File: config.mk
export PLATFORM = sky130hd
export DESIGN_NAME = j1_fetch_flat
export DESIGN_NICKNAME = d
export VERILOG_FILES = /design/src/rtl/j1_fetch_if.sv /design/src/rtl/j1_fetch.sv /design/src/flat_wrapper.sv
export SDC_FILE = /design/constraint.sdc
export NUM_CORES = 1
export LEC_CHECK = 0
export BUFFER_PORTS_ARGS = -buffer_cell sky130_fd_sc_hd__buf_2
export CORE_AREA = 2 2 90 92
export CTS_CLUSTER_DIAMETER = 60
export DETAILED_ROUTE_END_ITERATION = 16
export DIE_AREA = 0 0 92 94
export GPL_ROUTABILITY_DRIVEN = 0
export MAX_ROUTING_LAYER = met4
export PLACE_DENSITY_LB_ADDON = 0.12
export SKIP_LAST_GASP = 1
export SLEW_MARGIN = 5
export SYNTH_ARGS = -nofsm -noshare
export SYNTH_HDL_FRONTEND = slang
export SYNTH_SLANG_ARGS = --single-unit
File: constraint.sdc
create_clock -name clock -period 7.37 [get_ports clock]
set_input_delay 1.474 -clock clock [delete_from_list [all_inputs] [get_ports clock]]
set_output_delay 1.474 -clock clock [all_outputs]
set_load 0.005 [all_outputs]
File: src/rtl/j1_fetch_if.sv
// Fetch-stage bundle: ROM read port, redirect request and the instruction valid/ready handshake.
// master = fetch unit, slave = ROM/core environment.
interface j1_fetch_if #(
    parameter int ADDR_WIDTH = 12,
    parameter int DATA_WIDTH = 16
) ();
    logic [ADDR_WIDTH-1:0] rom_address;
    logic                  rom_cen;
    logic [DATA_WIDTH-1:0] rom_q;
    logic                  redirect;
    logic [ADDR_WIDTH-1:0] redirect_pc;
    logic                  insn_valid;
    logic                  insn_ready;
    logic [DATA_WIDTH-1:0] insn;
    logic [ADDR_WIDTH-1:0] insn_pc;

    modport master (
        output rom_address, rom_cen, insn_valid, insn, insn_pc,
        input  rom_q, redirect, redirect_pc, insn_ready
    );

    modport slave (
        input  rom_address, rom_cen, insn_valid, insn, insn_pc,
        output rom_q, redirect, redirect_pc, insn_ready
    );
endinterface

File: src/rtl/j1_fetch.sv
// J1 instruction fetch/prefetch: PC-driven ROM reads buffered in a small FIFO, flushed on redirect.
// Optional FETCH_BYPASS_EN forwards rom_q straight to the core when the FIFO is empty.
module j1_fetch #(
    parameter int ADDR_WIDTH = 12,
    parameter int DATA_WIDTH = 16,
    parameter int DEPTH      = 2,
    parameter int RESET_PC   = 0
) (
    input  logic      clock,
    input  logic      reset_n,
    j1_fetch_if.master bus
);
    localparam int PW = (DEPTH > 1) ? $clog2(DEPTH) : 1;
    localparam int OW = PW + 2;
    localparam logic [OW-1:0]         DEPTH_O    = OW'(DEPTH);
    localparam logic [ADDR_WIDTH-1:0] RESET_ADDR = ADDR_WIDTH'(RESET_PC);

    logic [ADDR_WIDTH-1:0] fetch_pc_r;
    logic                  inflight_r;
    logic [ADDR_WIDTH-1:0] inflight_pc_r;
    logic [DATA_WIDTH-1:0] fifo_insn_r [DEPTH];
    logic [ADDR_WIDTH-1:0] fifo_pc_r   [DEPTH];
    logic [PW-1:0]         rd_ptr_r;
    logic [PW-1:0]         wr_ptr_r;
    logic [PW:0]           count_r;

    logic                  fifo_empty_s;
    logic                  bypass_s;
    logic                  insn_valid_s;
    logic [DATA_WIDTH-1:0] insn_s;
    logic [ADDR_WIDTH-1:0] insn_pc_s;
    logic                  pop_s;
    logic                  fifo_pop_s;
    logic                  push_s;
    logic [OW-1:0]         occupancy_s;
    logic                  issue_s;

    // Output selection, handshake decode and the issue decision
    always_comb begin
        fifo_empty_s = (count_r == {(PW+1){1'b0}});
`ifdef FETCH_BYPASS_EN
        bypass_s = fifo_empty_s & inflight_r & ~bus.redirect;
`else
        bypass_s = 1'b0;
`endif
        insn_valid_s = ~fifo_empty_s | bypass_s;
        if (bypass_s) begin
            insn_s    = bus.rom_q;
            insn_pc_s = inflight_pc_r;
        end else begin
            insn_s    = fifo_insn_r[rd_ptr_r];
            insn_pc_s = fifo_pc_r[rd_ptr_r];
        end
        // A pop during redirect is discarded along with the rest of the queue
        pop_s       = insn_valid_s & bus.insn_ready & ~bus.redirect;
        fifo_pop_s  = pop_s & ~fifo_empty_s;
        push_s      = inflight_r & ~bus.redirect & ~(bypass_s & pop_s);
        // Counting the word leaving this cycle keeps one issue per cycle under steady ready
        occupancy_s = OW'(count_r) + OW'(inflight_r) - OW'(pop_s);
        issue_s     = reset_n & ~bus.redirect & (occupancy_s < DEPTH_O);
    end

    assign bus.rom_cen     = issue_s;
    assign bus.rom_address = fetch_pc_r;
    assign bus.insn_valid  = insn_valid_s;
    assign bus.insn        = insn_s;
    assign bus.insn_pc     = insn_pc_s;

    // Fetch PC, in-flight tracking and FIFO pointers/occupancy
    always_ff @(posedge clock) begin
        if (!reset_n) begin
            fetch_pc_r    <= RESET_ADDR;
            inflight_r    <= 1'b0;
            inflight_pc_r <= RESET_ADDR;
            rd_ptr_r      <= {PW{1'b0}};
            wr_ptr_r      <= {PW{1'b0}};
            count_r       <= {(PW+1){1'b0}};
        end else if (bus.redirect) begin
            fetch_pc_r <= bus.redirect_pc;
            inflight_r <= 1'b0;
            rd_ptr_r   <= {PW{1'b0}};
            wr_ptr_r   <= {PW{1'b0}};
            count_r    <= {(PW+1){1'b0}};
        end else begin
            if (issue_s) begin
                fetch_pc_r    <= fetch_pc_r + ADDR_WIDTH'(1);
                inflight_pc_r <= fetch_pc_r;
            end
            inflight_r <= issue_s;
            if (push_s) begin
                wr_ptr_r <= wr_ptr_r + PW'(1);
            end
            if (fifo_pop_s) begin
                rd_ptr_r <= rd_ptr_r + PW'(1);
            end
            case ({push_s, fifo_pop_s})
                2'b10:   count_r <= count_r + (PW+1)'(1);
                2'b01:   count_r <= count_r - (PW+1)'(1);
                default: count_r <= count_r;
            endcase
        end
    end

    // FIFO storage: returning ROM word captured at the tail together with its address
    always_ff @(posedge clock) begin
        if (reset_n && push_s) begin
            fifo_insn_r[wr_ptr_r] <= bus.rom_q;
            fifo_pc_r[wr_ptr_r]   <= inflight_pc_r;
        end
    end
endmodule

File: src/flat_wrapper.sv
// flat-port wrapper written by rule: the top's interface ports become plain ports
module j1_fetch_flat 
#(
    parameter int ADDR_WIDTH = 12,
    parameter int DATA_WIDTH = 16,
    parameter int DEPTH      = 2,
    parameter int RESET_PC   = 0
)
  (clock, reset_n, bus_rom_address, bus_rom_cen, bus_insn_valid, bus_insn, bus_insn_pc, bus_rom_q, bus_redirect, bus_redirect_pc, bus_insn_ready);
  j1_fetch_if #(.ADDR_WIDTH(ADDR_WIDTH), .DATA_WIDTH(DATA_WIDTH)) bus_i ();
  input  logic clock;
  input  logic reset_n;
  output wire logic [$bits(bus_i.rom_address)-1:0] bus_rom_address;
  output wire logic [$bits(bus_i.rom_cen)-1:0] bus_rom_cen;
  output wire logic [$bits(bus_i.insn_valid)-1:0] bus_insn_valid;
  output wire logic [$bits(bus_i.insn)-1:0] bus_insn;
  output wire logic [$bits(bus_i.insn_pc)-1:0] bus_insn_pc;
  input wire logic [$bits(bus_i.rom_q)-1:0] bus_rom_q;
  input wire logic [$bits(bus_i.redirect)-1:0] bus_redirect;
  input wire logic [$bits(bus_i.redirect_pc)-1:0] bus_redirect_pc;
  input wire logic [$bits(bus_i.insn_ready)-1:0] bus_insn_ready;
  assign bus_rom_address = bus_i.rom_address;
  assign bus_rom_cen = bus_i.rom_cen;
  assign bus_insn_valid = bus_i.insn_valid;
  assign bus_insn = bus_i.insn;
  assign bus_insn_pc = bus_i.insn_pc;
  assign bus_i.rom_q = bus_rom_q;
  assign bus_i.redirect = bus_redirect;
  assign bus_i.redirect_pc = bus_redirect_pc;
  assign bus_i.insn_ready = bus_insn_ready;
  j1_fetch #(.ADDR_WIDTH(ADDR_WIDTH), .DATA_WIDTH(DATA_WIDTH), .DEPTH(DEPTH), .RESET_PC(RESET_PC)) u_core (.clock(clock), .reset_n(reset_n), .bus(bus_i));
endmodule
==> impl_summary.txt <==
----------------------------------------------------
[Yosys]
  Register bit total from synthesis ... 86
  Instance count of the mapped netlist ... 254
  Asr flop ratio synth ... 0
  Number of flops mapped to enable cells by yosys ... 56
  Top-area cell type share of the netlist area ... 0.495
  Sequential share of the synthesized area ... 0.672
  Post-synthesis average cell area ... 13.4 um^2
  Area of the mapped netlist ... 0.00339 mm^2
  Leading register cell type out of synthesis ... edfxtp_1
  Synthesized netlist net count ... 290
  Unique masters post-synth ... 33
  Leading area contributor after synthesis ... edfxtp_1
  Synth Warn # ... 0
  Cells taking the most area after synthesis ... edfxtp_1, dfxtp_1, mux2_2, nand2_1, a21oi_1

[GRT]
  Via count of the first global-routing pass ... 2,099
  Total congestion overflow ... 0
  Global-route wire length before repair ... 9.80 mm
  Antenna violations before repair ... 0
  Largest net degree at the start of global routing ... 29
  Total routing usage reported by global routing ... 0.154

[Floorplanning]
  Cell row count ... 32
  Starting utilization of the core area ... 0.446
  Number of top-level design ports ... 74
  Core Region ... 0.00761 mm^2
  Area of the die ... 0.00865 mm^2
  Die outline width ... 92 um
  Chip height ... 94 um

[Detailed routing]
  Drt drc ... 0
  Average wire length per cell after detail routing ... 13.8 um
  Vias per cell ... 4.97
  Number of antenna-violating nets in the routed design ... 0
  Detailed-routed wire length on met2 ... 2.74 mm
  Post-Route WL ... 6.02 mm
  Routed length on met3 ... 352 um
  Topmost layer with routed signal wires ... met4
  Via count ... 2,173
  Number of iterations in the first detailed-routing pass ... 4
  Wl on met1 ... 2.75 mm
  Number of DRC markers in iteration 0 ... 104

[Pwr]
  Peak supply drop ... 0.109 mV
  Total leakage power ... 0.00154 uW
  PD cells ... 219 mW/mm^2

[Worst setup path]
  Worst setup path class ... in2out
  Startpoint type of the worst setup path ... input pin
  Endpoint class of the critical path ... output pin
  Data required time at the worst endpoint ... 5.90 ns
  Data arrival time at the worst-slack endpoint ... 4.09 ns
  Highest fanout seen on the critical path ... 15

[Clock tree]
  Clock transition at path regs ... 0.08 ns
  Sinks on the clock net ... 86
  H-tree depth ... 3
  Inserted Clock Buffers ... 9
  Clock Tree Root ... clkbuf_8
  CTS Buffer Depth ... 2
  CTS-repair resized insts ... 0
  TritonCTS clock tree ... done
  Clock latency on the worst-skew pair ... 0.35 ns
  Post-CTS repair timing setup buffer count ... 0
  Total of hold buffers inserted after clock tree synthesis ... 0

[Flow run]
  Max-cap violations ... 0

[STA]
  Worst Max-Slew Pin Slew ... 0.608 ns
  Worst-case headroom to the max-slew limit ... 0.594
  Fin. Hold Viols ... 0
  Layout Skew ... 0.00658 ns
  Max Clk Rate ... 0.180 GHz
  Post-route setup TNS ... 0 ns
  Number of failing setup endpoints in the final timing report ... 0
  Setup repair after global routing missed its margin ... false
  Crit share post-route ... 0.754
  Slew Limit Fails ... 0
  Min Clock Period, post-route ... 5.56 ns
  Least setup slack across all paths after layout ... 1.81 ns

[Min path]
  Worst Hold Class ... reg2reg

[Run status]
  Run status ... completed

[Layout]
  N_diodes ... 0
  Layout area overhead ... 19.6%
  Final net count ... 366
  Fraction of layout instances using a drive strength above 1 ... 0.373
  Commonest cells after routing, fill and taps aside ... buf_2, edfxtp_1, nand2_1, dfxtp_1, mux2_2
  Most frequent standard cell in the layout excluding fill and tap cells ... buf_2

[Place]
  Number of port buffers ... 73
  DP Worst Slack ... 1.76 ns
  Placed wire-length estimate ... 4.03 mm

----------------------------------------------------
## final cells by class
| class | instances | area (um^2) |
|---|---|---|
| clock buffers | 9 | 124 |
| clock inverters | 7 | 63.8 |
| fillers | 683 | 3550 |
| inverters | 7 | 26.3 |
| multi-input cells | 150 | 1050 |
| flip-flops and latches | 86 | 2280 |
| well taps | 102 | 128 |
| repair buffers | 76 | 388 |
## critical path, cell delays in order
cell	delay, ns
buf_2	0.19
nor2_1	0.07
ha_1	0.26
nand2b_1	0.15
fa_1	0.44
xnor2_2	0.36
nand3_1	0.48
inv_1	0.47
buf_2	0.19
## registers in the layout, indices dropped and copies added, names as in the netlist, named ones only
register	cells
u_core.rd_ptr_r	1
u_core.fifo_insn_r	32
u_core.count_r	2
u_core.fifo_pc_r	24
u_core.inflight_pc_r	12
u_core.wr_ptr_r	1
u_core.bus.rom_address	12
u_core.inflight_r	1
## through the flow
stage           util  hold WS (ns)  cells  cell area [um^2]  power (uW)
6_report       0.534         0.461    437              4060         889
5_1_grt        0.534         0.476    437              4060         924
4_1_cts        0.534         0.462    437              4060         903
3_5_place_dp   0.509         0.443    421              3870         590
3_3_place_gp   0.509         0.438    421              3870         589
2_1_floorplan      -         0.425    254              3390         566
## synthesized netlist by cell type (3+ instances only)
cell,instances
nor2_1,12
nand3_1,8
a31oi_1,5
mux2_2,28
and3_1,3
clkbuf_1,8
a211oi_1,5
or3_2,3
edfxtp_1,56
a21oi_1,15
xor2_1,8
inv_1,7
xnor2_1,3
dfxtp_1,30
nand2_1,30
nand4_1,4
ha_1,3
o21ai_0,6
## path summary, 6_finish.rpt
check                      startpoint                      end  slack, ns  cells past startpoint
max reg2reg         u_core.count_r[1]  u_core.inflight_pc_r[2]       3.99                     11
min reg2reg  u_core.inflight_pc_r[10]  u_core.fifo_pc_r[0][10]       0.46                      0
min          u_core.inflight_pc_r[10]  u_core.fifo_pc_r[0][10]       0.46                      0
max                      bus_redirect              bus_rom_cen       1.81                      9
## per-layer routing
| metal | up-vias | global-route usage |
|---|---|---|
| met5 | - | - |
| met4 | 0 | 0.102 |
| met3 | 13 | 0.0313 |
| met2 | 76 | 0.238 |
| met1 | 998 | 0.183 |
| li1 | 1086 | - |
## cells by family (layout without fill, tap and decap cells)
kind of cell	after synthesis	after routing	share of synthesized area
adder cells (fa/ha/maj)	4	4	0.0170
flip-flops	86	86	0.672
buffers and inverters	18	99	0.0206
multiplexers	28	28	0.0929
AO/OA/AOI/OAI	34	34	0.0586
XOR/XNOR	12	12	0.0332
AND/OR/NAND/NOR	72	72	0.105
## report_power, final
| group | switching, uW | total, uW | internal (uW) |
|---|---|---|---|
| registers | 9.66 | 532 | 522 |
| logic | 24.8 | 46.6 | 21.8 |
| clock network | 157 | 311 | 154 |
Note: power is estimated with default switching activity, not from simulation.
